==> config.mk <==
export PLATFORM = sky130hd
export DESIGN_NAME = bullet_fire_scheduler
export DESIGN_NICKNAME = d
export VERILOG_FILES = /design/src/rtl/bullet_fire_scheduler.sv
export SDC_FILE = /design/constraint.sdc
export NUM_CORES = 1
export LEC_CHECK = 0
export ABC_AREA = 1
export ABC_CLOCK_PERIOD_IN_PS = 2600
export CORE_MARGIN = 4
export CORE_UTILIZATION = 40
export DETAILED_ROUTE_END_ITERATION = 8
export PLACE_DENSITY = 0.84
export SYNTH_ARGS = -nofsm -noshare
export SYNTH_HDL_FRONTEND = slang
export SYNTH_SLANG_ARGS = --single-unit
==> constraint.sdc <==
create_clock -name i_frame_clk -period 2.6 [get_ports i_frame_clk]
set_input_delay 0.39 -clock i_frame_clk [delete_from_list [all_inputs] [get_ports i_frame_clk]]
set_output_delay 0.39 -clock i_frame_clk [all_outputs]
set_load 0.01 [all_outputs]
==> src/rtl/bullet_fire_scheduler.sv <==
`default_nettype none
`timescale 1ns/1ps
// ============================================================================
// Module      : bullet_fire_scheduler
// Description : Per-tank shot scheduler: picks a free bullet slot on a fire
//               press, latches the tank pose and triggers the slot until it
//               acknowledges, then enforces a re-fire cooldown.
//               Optional macro BULLET_SCHED_AUTOFIRE_EN: a held fire button
//               re-arms at the end of each cooldown.
// Revision    : 1.0 - initial release
// ============================================================================
module bullet_fire_scheduler #(
  parameter int NUM_SLOTS   = 5,
  parameter int COOLDOWN    = 6,
  parameter int ACK_TIMEOUT = 3
) (
  input  logic                               i_frame_clk,
  input  logic                               i_reset_n,
  input  logic                               i_enable,
  input  logic                               i_fire,
  input  logic [6:0]                         i_tank_angle,
  input  logic [9:0]                         i_tank_x,
  input  logic [9:0]                         i_tank_y,
  input  logic [NUM_SLOTS-1:0]               i_slot_shot,
  output logic [NUM_SLOTS-1:0]               o_trigger,
  output logic [6:0]                         o_shot_angle,
  output logic [9:0]                         o_shot_x,
  output logic [9:0]                         o_shot_y,
  output logic [$clog2(NUM_SLOTS+1)-1:0]     o_active_cnt,
  output logic                               o_fire_reject
);

  localparam int CNT_W = $clog2(NUM_SLOTS + 1);
  localparam int CD_W  = (COOLDOWN > 0) ? $clog2(COOLDOWN + 1) : 1;
  localparam int ACK_W = $clog2(ACK_TIMEOUT + 1);

  typedef enum logic [1:0] {
    S_IDLE     = 2'd0,
    S_ISSUE    = 2'd1,
    S_COOLDOWN = 2'd2
  } state_t;

  state_t               r_state;
  logic [NUM_SLOTS-1:0] r_trigger;
  logic [ACK_W-1:0]     r_ack_cnt;
  logic [CD_W-1:0]      r_cd_cnt;
  logic                 r_fire_reject;
  logic                 r_fire_q;
  logic [CNT_W-1:0]     r_active_cnt;
  logic [6:0]           r_shot_angle;
  logic [9:0]           r_shot_x;
  logic [9:0]           r_shot_y;

  state_t               w_state_nxt;
  logic [NUM_SLOTS-1:0] w_trigger_nxt;
  logic [ACK_W-1:0]     w_ack_nxt;
  logic [CD_W-1:0]      w_cd_nxt;
  logic                 w_reject_nxt;
  logic                 w_latch;
  logic                 w_try_fire;
  logic                 w_fire_edge;
  logic                 w_rearm;
  logic                 w_ack;
  logic                 w_free_any;
  logic [NUM_SLOTS-1:0] w_lowest_free;

  assign w_fire_edge   = i_fire & ~r_fire_q;
  // Lowest clear bit of slot_shot; zero when every slot is busy.
  assign w_lowest_free = ~i_slot_shot & (i_slot_shot + NUM_SLOTS'(1));
  assign w_free_any    = ~&i_slot_shot;
  // Trigger stays one-hot on the selected slot while issuing.
  assign w_ack         = |(i_slot_shot & r_trigger);

`ifdef BULLET_SCHED_AUTOFIRE_EN
  assign w_rearm = i_fire;
`else
  assign w_rearm = 1'b0;
`endif

  always_comb begin
    w_state_nxt   = r_state;
    w_trigger_nxt = r_trigger;
    w_ack_nxt     = r_ack_cnt;
    w_cd_nxt      = r_cd_cnt;
    w_reject_nxt  = 1'b0;
    w_latch       = 1'b0;
    w_try_fire    = 1'b0;

    if (!i_enable) begin
      w_state_nxt   = S_IDLE;
      w_trigger_nxt = '0;
      w_ack_nxt     = '0;
      w_cd_nxt      = '0;
    end else begin
      case (r_state)
        S_IDLE: w_try_fire = w_fire_edge;
        S_ISSUE: begin
          if (w_ack) begin
            w_trigger_nxt = '0;
            w_ack_nxt     = '0;
            w_cd_nxt      = CD_W'(COOLDOWN);
            w_state_nxt   = (COOLDOWN == 0) ? S_IDLE : S_COOLDOWN;
          end else if (r_ack_cnt == ACK_W'(ACK_TIMEOUT - 1)) begin
            // Trigger has now been held ACK_TIMEOUT frames without an ack.
            w_trigger_nxt = '0;
            w_ack_nxt     = '0;
            w_reject_nxt  = 1'b1;
            w_state_nxt   = S_IDLE;
          end else begin
            w_ack_nxt = r_ack_cnt + ACK_W'(1);
          end
        end
        S_COOLDOWN: begin
          if (r_cd_cnt <= CD_W'(1)) begin
            w_cd_nxt    = '0;
            w_state_nxt = S_IDLE;
            w_try_fire  = w_rearm;
          end else begin
            w_cd_nxt = r_cd_cnt - CD_W'(1);
          end
        end
        default: w_state_nxt = S_IDLE;
      endcase

      if (w_try_fire) begin
        if (w_free_any) begin
          w_state_nxt   = S_ISSUE;
          w_trigger_nxt = w_lowest_free;
          w_ack_nxt     = '0;
          w_latch       = 1'b1;
        end else begin
          w_reject_nxt  = 1'b1;
          w_state_nxt   = S_IDLE;
        end
      end
    end
  end

  always_ff @(posedge i_frame_clk or negedge i_reset_n) begin
    if (!i_reset_n) begin
      r_state       <= S_IDLE;
      r_trigger     <= '0;
      r_ack_cnt     <= '0;
      r_cd_cnt      <= '0;
      r_fire_reject <= 1'b0;
      r_fire_q      <= 1'b1;
      r_active_cnt  <= '0;
      r_shot_angle  <= '0;
      r_shot_x      <= '0;
      r_shot_y      <= '0;
    end else begin
      r_state       <= w_state_nxt;
      r_trigger     <= w_trigger_nxt;
      r_ack_cnt     <= w_ack_nxt;
      r_cd_cnt      <= w_cd_nxt;
      r_fire_reject <= w_reject_nxt;
      r_fire_q      <= i_fire;
      r_active_cnt  <= CNT_W'($countones(i_slot_shot));
      if (w_latch) begin
        r_shot_angle <= i_tank_angle;
        r_shot_x     <= i_tank_x;
        r_shot_y     <= i_tank_y;
      end
    end
  end

  assign o_trigger     = r_trigger;
  assign o_shot_angle  = r_shot_angle;
  assign o_shot_x      = r_shot_x;
  assign o_shot_y      = r_shot_y;
  assign o_active_cnt  = r_active_cnt;
  assign o_fire_reject = r_fire_reject;

endmodule
`default_nettype wire

## After elaboration in Yosys (flattened, before gate mapping)

Index checks and enable logic that the tools add are counted.

- Word-level logic and storage cells: 70
- Bits in registers: 44
- Output and inout port bits: 36
- Bits of input ports: 36

- Add/subtract/negate cells: 7
- Reduce and logical (&&, ||, !) cells: 5
- Multiplexer cells: 34
- Magnitude comparators: 1
- Equal/unequal tests: 8
- Bitwise operators: 5

Operators by type and width:

| kind | count |
|---|---|
| $mux 5 | 6 |
| $mux 2 | 11 |
| $mux 1 | 12 |
| $and 5x5->5 | 2 |
| $mux 3 | 3 |
| $ne 3x3->1 const B | 2 |
| $pmux 2 s3 | 1 |
| $pmux 3 s2 | 1 |
| $add 5x1->5 const B | 1 |
| $ne 5x5->1 const B | 1 |
| $not 5->5 | 1 |
| $reduce_and 5->1 | 1 |
| $reduce_or 5->1 | 1 |
| $add 1x1->2 | 2 |
| $eq 2x2->1 const B | 2 |
| $ne 4x4->1 const B | 1 |
| $add 2x2->3 | 1 |
| $add 3x1->3 | 1 |
| $le 3x1->1 const B | 1 |
| $ne 3x1->1 const B | 1 |
| $reduce_and 3->1 | 1 |
| $sub 3x1->3 const B | 1 |
| $add 2x1->2 const B | 1 |
| $eq 2x1->1 const B | 1 |
| 4 further kinds | 4 |

## Depth between registers and ports, before layout

- Word-level depth: 7
- Depth in mapped cells: 10
- Gate-level depth less buffers: 9

## Least setup slack after synthesis

OpenSTA, ideal clock, no wires.

- Path type: input to register
- Start point: in i_slot_shot[0]
- End point: reg r_active_cnt[1] (netlist: o_active_cnt[1])
- Library setup time: 126 ps
- Stages on the path: 3
- Arrival: 1,495 ps
- Data required time: 2,474 ps
- Path slack: 980 ps
- Path buffers: 0
- Cells stage by stage: fa_1 > fa_1 > ha_1

- Word-level cells in the longest chain between the ends: 3

Ends and longest elaborated chain:

| item | RTL line | source |
|---|---|---|
| start, declared | 24 | `input logic [NUM_SLOTS-1:0] i_slot_shot,` |
| $add 1x1->2 (not written as such) | 158 | `r_active_cnt <= CNT_W'($countones(i_slot_shot));` |
| $add 2x2->3 (not written as such) | 158 |  |
| $add 3x1->3 (not written as such) | 158 |  |
| end signal, assigned | 158 |  |
| end, declared | 49 | `logic [CNT_W-1:0] r_active_cnt;` |

Every way passes these cells.
A chain may end at the register's enable or synchronous reset.

## Worst setup path after layout

- Start point: in i_slot_shot[3]
- End point: reg r_active_cnt[1] (netlist: o_active_cnt[1])

Same word-level chain as after synthesis.

==> results.sh <==
export IMPL_die_x_um=79.14
export IMPL_ios=72
export IMPL_clockRootBuffer="clkbuf_8"
export IMPL_cts_hold_buf=0
export IMPL_multiInputGateArea_um2=778.2
export IMPL_fmax_mhz=514.8
export IMPL_tritoncts="done"
export IMPL_setup_tns_ps=0
export IMPL_r2r_start="o_trigger[1]"
export IMPL_gr_total_overflow=0
export IMPL_antenna_found_initial=0
export IMPL_slew_viol_final=0
export IMPL_grtUsageTotal=0.1577
export IMPL_crit_top_cell="fa_1"
export IMPL_crit_arrival_ps=2120
export IMPL_synthFlopType="dfrtp_1"
export IMPL_core_area_um2=4817
export IMPL_postRouteAntennaNets=0
export IMPL_ys_ff_latch=44
export IMPL_cp_start_kind="input pin"
export IMPL_power_w=0.001946
export IMPL_ir_drop_mv=0.2627
export IMPL_clock_path_buffers=2
export IMPL_rsz0062_at_grt="no"
export IMPL_postCtsSetupBuffers=0
export IMPL_synth_edf_count=0
export IMPL_path_cells="clkdlybuf4s50_1, fa_1, fa_1, ha_1"
export IMPL_setup_viol=0
export IMPL_power_density_nw_per_um2=669.4
export IMPL_post_cts_resized=0
export IMPL_gp_congestion=0.8560
export IMPL_drt_iter0_markers=94
export IMPL_layout_min_cycle_time_ps=1943
export IMPL_initial_utilization=0.4203
export IMPL_synth_top_area_cell="dfrtp_1"
export IMPL_end_kind="flop"
export IMPL_io_buffers=71
export IMPL_netlist_instances=232
export IMPL_grt_max_degree=45
export IMPL_clock_sinks=44
export IMPL_cp_required_ps=2770
export IMPL_clk_latency_ps=290
export IMPL_min_path_type="input pin to async pin"
export IMPL_htree_levels=2
export IMPL_vias_per_cell=4.647
export IMPL_final_hold_viol_count=0
export IMPL_dp_hpwl_um=3358
export IMPL_maxCapViolCount=0
export IMPL_rr_worst_depth=7
export IMPL_syn_nets=275
export IMPL_synth_seq_area_share=0.5445
export IMPL_wire_per_inst_um=12.53
export IMPL_area_delta_synth_final_pct=43.57
export IMPL_drt_wl_total_um=4686
export IMPL_die_y_um=79.14
export IMPL_p_leak_nw=1.436
export IMPL_async_reset_ff_frac=1.000
export IMPL_clock_skew_ps=8.950
export IMPL_min_period_over_period=0.7472
export IMPL_num_antenna_cells=0
export IMPL_ys_types=27
export IMPL_tightest_slew_ps=953.5
export IMPL_grt_pass1_wl_um=7817
export IMPL_regToRegSetupSlack_ps=1010
export IMPL_drive_gt1_frac=0.07166
export IMPL_synth_area_leaders="dfrtp_1, nand2_1, nand3_1"
export IMPL_path_class="input pin to flop"
export IMPL_relSlewSlack=0.3643
export IMPL_cts_buffers=5
export IMPL_synth_area_um2=2024
export IMPL_avgSynthCellArea_um2=8.726
export IMPL_rows=25
export IMPL_regToRegEndpoint="r_cd_cnt[2]"
export IMPL_fill_cells=428
export IMPL_synth_top_area_frac=0.5315
export IMPL_path_max_fanout=4
export IMPL_drc=0
export IMPL_dr_pass1_iters=4
export IMPL_ff_latch_area_um2=1102
export IMPL_nets=349
export IMPL_dieArea_um2=6263
export IMPL_crit_path_max_incr_delay_ps=600
export IMPL_clk_pin_slew_ps=90
export IMPL_synth_warnings=0
export IMPL_cpMaxStageDelayCell="clkdlybuf4s50_1"
export IMPL_outcome="finished clean"
export IMPL_vias=1738
export IMPL_grt_pass1_vias=1721
==> placed cells by master, fill, tap and decap left out, drive strengths merged, types with 3 or more instances in the layout <==
cell           Yosys  routed
o21ai              7       7
clkbuf             0       6
nand3             15      15
inv               19      19
ha                 5       5
nand4              3       3
dfrtp             43      43
nor2              14      14
nand2            107     107
clkdlybuf4s50      0      70
buf                7       4
==> cells in the mapped netlist (2+ instances only) <==
cell type,count
nand3_1,14
nor2_2,3
nand4_1,3
buf_6,4
inv_1,17
nand2_1,105
ha_1,5
a21oi_1,2
nor2_1,10
buf_2,2
o21bai_1,2
o21ai_0,7
dfrtp_1,43
fa_1,2
==> how the worst max path moves through the flow <==
| stage | startpoint | to | slack, ps |
|---|---|---|---|
| after floorplan | i_slot_shot[0] | o_active_cnt[1] | 980 |
| after global placement | i_slot_shot[0] | o_active_cnt[1] | 380 |
| after detailed placement | i_slot_shot[0] | o_shot_x[9] | 340 |
| after CTS | i_slot_shot[0] | o_shot_x[2] | 650 |
| after global routing | i_slot_shot[0] | o_shot_x[5] | 500 |
| final | i_slot_shot[3] | o_active_cnt[1] | 660 |
==> registers in the layout, indices dropped and copies added, names as in the netlist <==
signal         cells
o_active_cnt       3
o_fire_reject      1
o_shot_angle       7
o_shot_x          10
o_shot_y          10
o_trigger          5
r_ack_cnt          2
r_cd_cnt           3
r_fire_q           1
r_state            2
==> routing by layer <==
metal | track usage | share of wire
met1 | 0.2079 | 0.45
met2 | 0.2500 | 0.46
met3 | 0.03741 | 0.066
met4 | 0.06357 | 0.016
met5 | 0 | 0
==> report_power, final <==
group          internal (W)  total [W]  switching [W]
sequential         0.000792   0.000848      0.0000566
clock              0.000384   0.000608       0.000224
combinational      0.000274   0.000489       0.000214
==> critical path: cells and delay by family <==
family	cells	cell delay (ps)
buffers and inverters	1	600
adders and majority gates	3	1130
==> kinds of logic (layout without fill, tap and decap cells) <==
logic type | after synthesis | count (layout) | share of synthesized area
compound gates | 12 | 12 | 0.03337
buf+inv | 27 | 102 | 0.07107
xor+xnor | 1 | 1 | 0.004327
fa+ha+maj | 7 | 7 | 0.05068
flops | 44 | 44 | 0.5445
simple gates | 141 | 141 | 0.2961
==> stage by stage <==
step	cell area, um^2	util	cells	hold slack, ps	setup WS [ps]
after floorplan	2024	-	232	94.41	979.5
after global placement	2774	0.5758	366	454.1	384.5
after detailed placement	2774	0.5758	366	459.0	344.9
after CTS	2907	0.6034	374	273.8	652.2
after global routing	2907	0.6034	374	314.7	502.8
final	2907	0.6034	374	243.4	657.3
==> area by class of cell <==
class / count / share of cell area
Sequential cell: 44 / 0.3793
Inverter: 20 / 0.02798
Multi-Input combinational cell: 161 / 0.2678
Timing Repair Buffer: 74 / 0.2505
Clock buffer: 6 / 0.02497
Clock inverter: 2 / 0.02066
Tap cell: 67 / 0.02884
No activity file was read; power rests on OpenSTA's default activity.
==> RTL change 1, RTL diff (same flow settings) <==
Put one more register stage on the output `o_shot_angle`. The value now appears one clock later. The other outputs are not delayed to match.
--- a/src/rtl/bullet_fire_scheduler.sv
+++ b/src/rtl/bullet_fire_scheduler.sv
@@ -165,7 +165,9 @@
   end
 
   assign o_trigger     = r_trigger;
-  assign o_shot_angle  = r_shot_angle;
+  always_ff @(posedge i_frame_clk) begin
+    o_shot_angle <= r_shot_angle;
+  end
   assign o_shot_x      = r_shot_x;
   assign o_shot_y      = r_shot_y;
   assign o_active_cnt  = r_active_cnt;
Function: changed (a bounded check fails within 4 cycles, from zero or initial values and one cycle with i_reset_n low).
==> RTL change 1 against the original RTL <==
  * Clock skew fell by 0.0040 ns
  * Cell area is 5.4% higher
  * Total power increased by 9.0%
  * Via count increased by 2.8%
  * Setup slack better by 0.011 ns
  * Synthesized area is 6.6% higher
  * Combinational power grew 1%
  * Wire length increased by 3.1%
  * Sequential cell count up 7
  * Largest cell class unchanged
==> RTL change 1: results (changes against the original RTL) <==
First DRT Iteration DRCs=78 (-17%); worst r2r dst=o_shot_x[5]; sequential share of the synthesized area=57.57% (+3.1 points); crit share post-route=74.30% (-0.42 points); crit-path max FO=6 (+2); Syn Inst Count=237 (+2.2%); Final Skew=0.004912 ns (-0.004038 ns); HPWL Detailed=3495 um (+4.1%); Commonest cells post-synth=106 x nand2_1, 43 x dfrtp_1, 18 x inv_1; Post-synth ARST share=86.27% (-14 points); per-cell routed wire length=12.64 um (+0.89%); share of cells above drive strength 1=6.731% (-0.44 points); status=completed; Vias/cell=4.675 (+0.61%); nets=354 (+1.4%); Max VDD drop=0.0003206 V (+22%); path depth of the worst reg2reg path=8 (+1); All-Layer GR Usage=15.40% (-0.37 points); DP Worst Slack=0.3382 ns (-0.006648 ns); GP Congestion=0.8302 (-3.0%); CP max stage delay=0.54 ns (-0.06 ns); Int Pwr=1.584 mW (+9.2%); Fill cells=424 (-0.93%); Syn Nets=280 (+1.8%); Pleak=1.491 nW (+3.8%); RR Startpoint=r_state[1]; Layout Cells excl Fill=382 (+2.1%); first-pass GRT wire length=7790 um (-0.35%)
-- RTL change 1: cell types whose count changed after synthesis, sizes merged, moves of 2 or more --
cell / before / now
nor2: 14 / 12
nand3: 15 / 13
buf: 7 / 5
dfxtp: 0 / 7
inv: 19 / 21
-- RTL change 1: how the worst min path moves through the flow --
stage / from / to / slack, ns / depth (start not counted)
2_1_floorplan: i_reset_n / o_active_cnt[0] / 0.09 / 0
3_3_place_gp: r_shot_angle[4] / o_shot_angle[4] / 0.35 / 0
3_5_place_dp: r_shot_angle[4] / o_shot_angle[4] / 0.35 / 0
4_1_cts: i_reset_n / o_shot_y[4] / 0.27 / 1
5_1_grt: i_reset_n / r_shot_angle[1] / 0.32 / 1
6_report: i_reset_n / r_shot_angle[3] / 0.24 / 1
-- RTL change 1: layer usage --
metal  vias up  part of all wire, %  global-route usage, %
li1        877                    -                      -
met1       843                   44                  19.74
met2        58                   47                  24.76
met3         8                  7.7                  4.167
met4         0                  1.5                  6.081
met5         -                    0                      0
-- RTL change 1: layout make-up --
class,instances,area [um^2],area share (%)
Clock buffer,5,68.82,2.247
Clock inverter,3,67.56,2.206
Inverter,21,83.83,2.737
Multi-Input combinational cell,159,779.5,25.45
Sequential cell,51,1242,40.56
Tap cell,70,87.58,2.859
Timing Repair Buffer,73,733.2,23.94
-- RTL change 1: cell families (layout without fill, tap and decap cells) --
| logic type | count (synthesis) | in the layout | share of synthesized area (%) |
|---|---|---|---|
| compound gates | 14 | 14 | 4.232 |
| buf+inv | 27 | 102 | 6.318 |
| simple gates | 137 | 137 | 26.72 |
| fa+ha+maj | 7 | 7 | 4.754 |
| flops | 51 | 51 | 57.57 |
| xor+xnor | 1 | 1 | 0.4059 |
-- RTL change 1: power groups by stage --
stage	Combinational (mW)	Clock, mW	Sequential [mW]
2_1_floorplan	0.142	0	1.05
3_3_place_gp	0.489	0	0.993
4_1_cts	0.504	0.666	0.982
6_report	0.495	0.645	0.981
5_1_grt	0.545	0.700	0.996
3_5_place_dp	0.503	0	0.998
==> RTL change 2, RTL diff (config.mk and constraints unchanged) <==
Made on the original files. Set the parameter `COOLDOWN` to 7 (it was 6).
--- a/src/rtl/bullet_fire_scheduler.sv
+++ b/src/rtl/bullet_fire_scheduler.sv
@@ -11,7 +11,7 @@
 // ============================================================================
 module bullet_fire_scheduler #(
   parameter int NUM_SLOTS   = 5,
-  parameter int COOLDOWN    = 6,
+  parameter int COOLDOWN    = 7,
   parameter int ACK_TIMEOUT = 3
 ) (
   input  logic                               i_frame_clk,
Formal check against the unedited RTL: no difference found for any inputs over 10 cycles, from zero or initial values and one cycle with i_reset_n low; that may be too few to reach the edited logic, so the function may still have changed.
==> RTL change 2 against the original RTL <==
  * Combinational power is 4% higher
  * Largest power group unchanged
  * Sequential cell count stayed put
  * Cell area is 0.52% lower
  * Fmax is 1.3% lower
  * Wire length is 0.26% higher
  * Total power is 9.5% lower
  * Critical endpoint is now o_shot_x[4]
  * Setup slack worse by 0.026 ns
  * Synthesized area is 2.0% higher
  * Highest routed layer unchanged
==> RTL change 2: results (changes against the original RTL) <==
first-pass GRT wire length=7790 um (-0.35%); clock root cell=clkbuf_8; Synth top area share=52.09% (-1.1 points); per-cell routed wire length=12.49 um (-0.28%); Synth warnings=0 (unchanged); largest net degree at the start of global routing=45 (unchanged); Fill cells=441 (+3.0%); CTS resizes=0 (unchanged); Layout Cells excl Fill=376 (+0.53%); Final Skew=0.002478 ns (-0.006473 ns); most common flop cell mapped by yosys=dfrtp_1; Syn Nets=278 (+1.1%); share of cells above drive strength 1=9.709% (+2.5 points); synth top area cells=dfrtp_1 52%, nand2_1 18%, nand3_1 3.4%; Syn Inst Count=235 (+1.3%); CP max stage delay=0.53 ns (-0.07 ns); All-Layer GR Usage=15.42% (-0.35 points); Max VDD drop=0.0002683 V (+2.2%); slowest CP cell=clkdlybuf4s50_1; number of port buffers=71 (unchanged); sequential share of the synthesized area=53.36% (-1.1 points); Hold Crit Class=input pin to async pin; Largest delay share family, worst path=buffers and inverters; initial antenna violation count=0 (unchanged); Longest Clk Path Bufs=2 (unchanged); crit-path max FO=17 (+13); Vias/cell=4.644 (about the same); DRT Pass-1 Iters=4 (unchanged); HPWL Detailed=3497 um (+4.1%); highest metal used=met4; nets=352 (+0.86%); Post-CTS Setup Inserts=0 (unchanged); Antenna Cells=0 (unchanged); GP Congestion=0.8543 (-0.20%); status=completed; crit path DAT=2.20 ns (+0.08 ns); vias in the first global route=1711 (-0.58%); Num CTS Buffers=5 (unchanged); Skew-Pair Late Insertion Delay=0.29 ns (about the same); WL met3=332 um (+7.1%); unique cell type count in the Yosys netlist=27 (unchanged); Worst-Margin Slew=0.9735 ns (+0.01991 ns); DP Worst Slack=0.3083 ns (-0.03654 ns); H-tree depth=2 (unchanged); Commonest cells post-synth=99 x nand2_1, 43 x dfrtp_1, 18 x inv_1; First DRT Iteration DRCs=73 (-22%); Pleak=1.429 nW (-0.53%); Post-synth ARST share=100.0% (unchanged); Int Pwr=1.261 mW (-13%); CTS clk-pin slew, worst paths=about 0.08 ns; met1 WL=2094 um (-1.3%); met2 WL=2240 um (+3.0%); DP Cell Count=369 (+0.82%)
-- RTL change 2: per-layer routing --
metal  track usage (%)  vias up
met5                 0        -
li1                  -      866
met1             19.50      812
met3             4.063        4
met2             26.63       64
met4             3.041        0
-- RTL change 2: layout make-up --
cell class,count,share of cell area [%]
Multi-Input combinational cell,164,28.30
Timing Repair Buffer,74,25.18
Tap cell,67,2.899
Inverter,20,2.813
Clock inverter,1,0.1731
Sequential cell,44,38.12
Clock buffer,6,2.510
-- RTL change 2: logic make-up (layout without fill, tap and decap cells) --
kind of cell | count (synthesis) | count (layout) | share of synthesized area (%)
buffers and inverters | 27 | 101 | 7.025
XOR/XNOR | 1 | 1 | 0.4241
flip-flops | 44 | 44 | 53.36
adder cells (fa/ha/maj) | 7 | 7 | 4.967
AO/OA/AOI/OAI | 11 | 11 | 3.028
AND/OR/NAND/NOR | 145 | 145 | 31.19
-- RTL change 2: per-stage QoR --
stage,utilization [%],area [um^2]
after CTS,59.64,2892
after detailed placement,58.04,2814
after floorplan,-,2066
after global placement,58.04,2814
final,59.64,2892
after global routing,59.64,2892
-- RTL change 2: power groups by stage --
stage	clock network (mW)	logic [mW]	registers, mW
global route	0.439	0.557	0.874
floorplan	0	0.157	0.916
CTS	0.411	0.516	0.859
global placement	0	0.500	0.867
detailed placement	0	0.513	0.872
finish	0.397	0.507	0.858
-- RTL change 2: worst paths after layout --
check	start	endpoint	slack (ns)	depth (start not counted)
max	i_slot_shot[0]	o_shot_x[4]	0.63	10
min reg2reg	o_shot_y[3]	o_shot_y[3]	0.47	2
max reg2reg	r_state[1]	o_shot_x[4]	1.05	8
min	i_reset_n	o_shot_x[3]	0.26	1
min in group i_frame_clk	o_shot_y[3]	o_shot_y[3]	0.47	2
max in group asynchronous	i_reset_n	o_active_cnt[0]	1.74	1
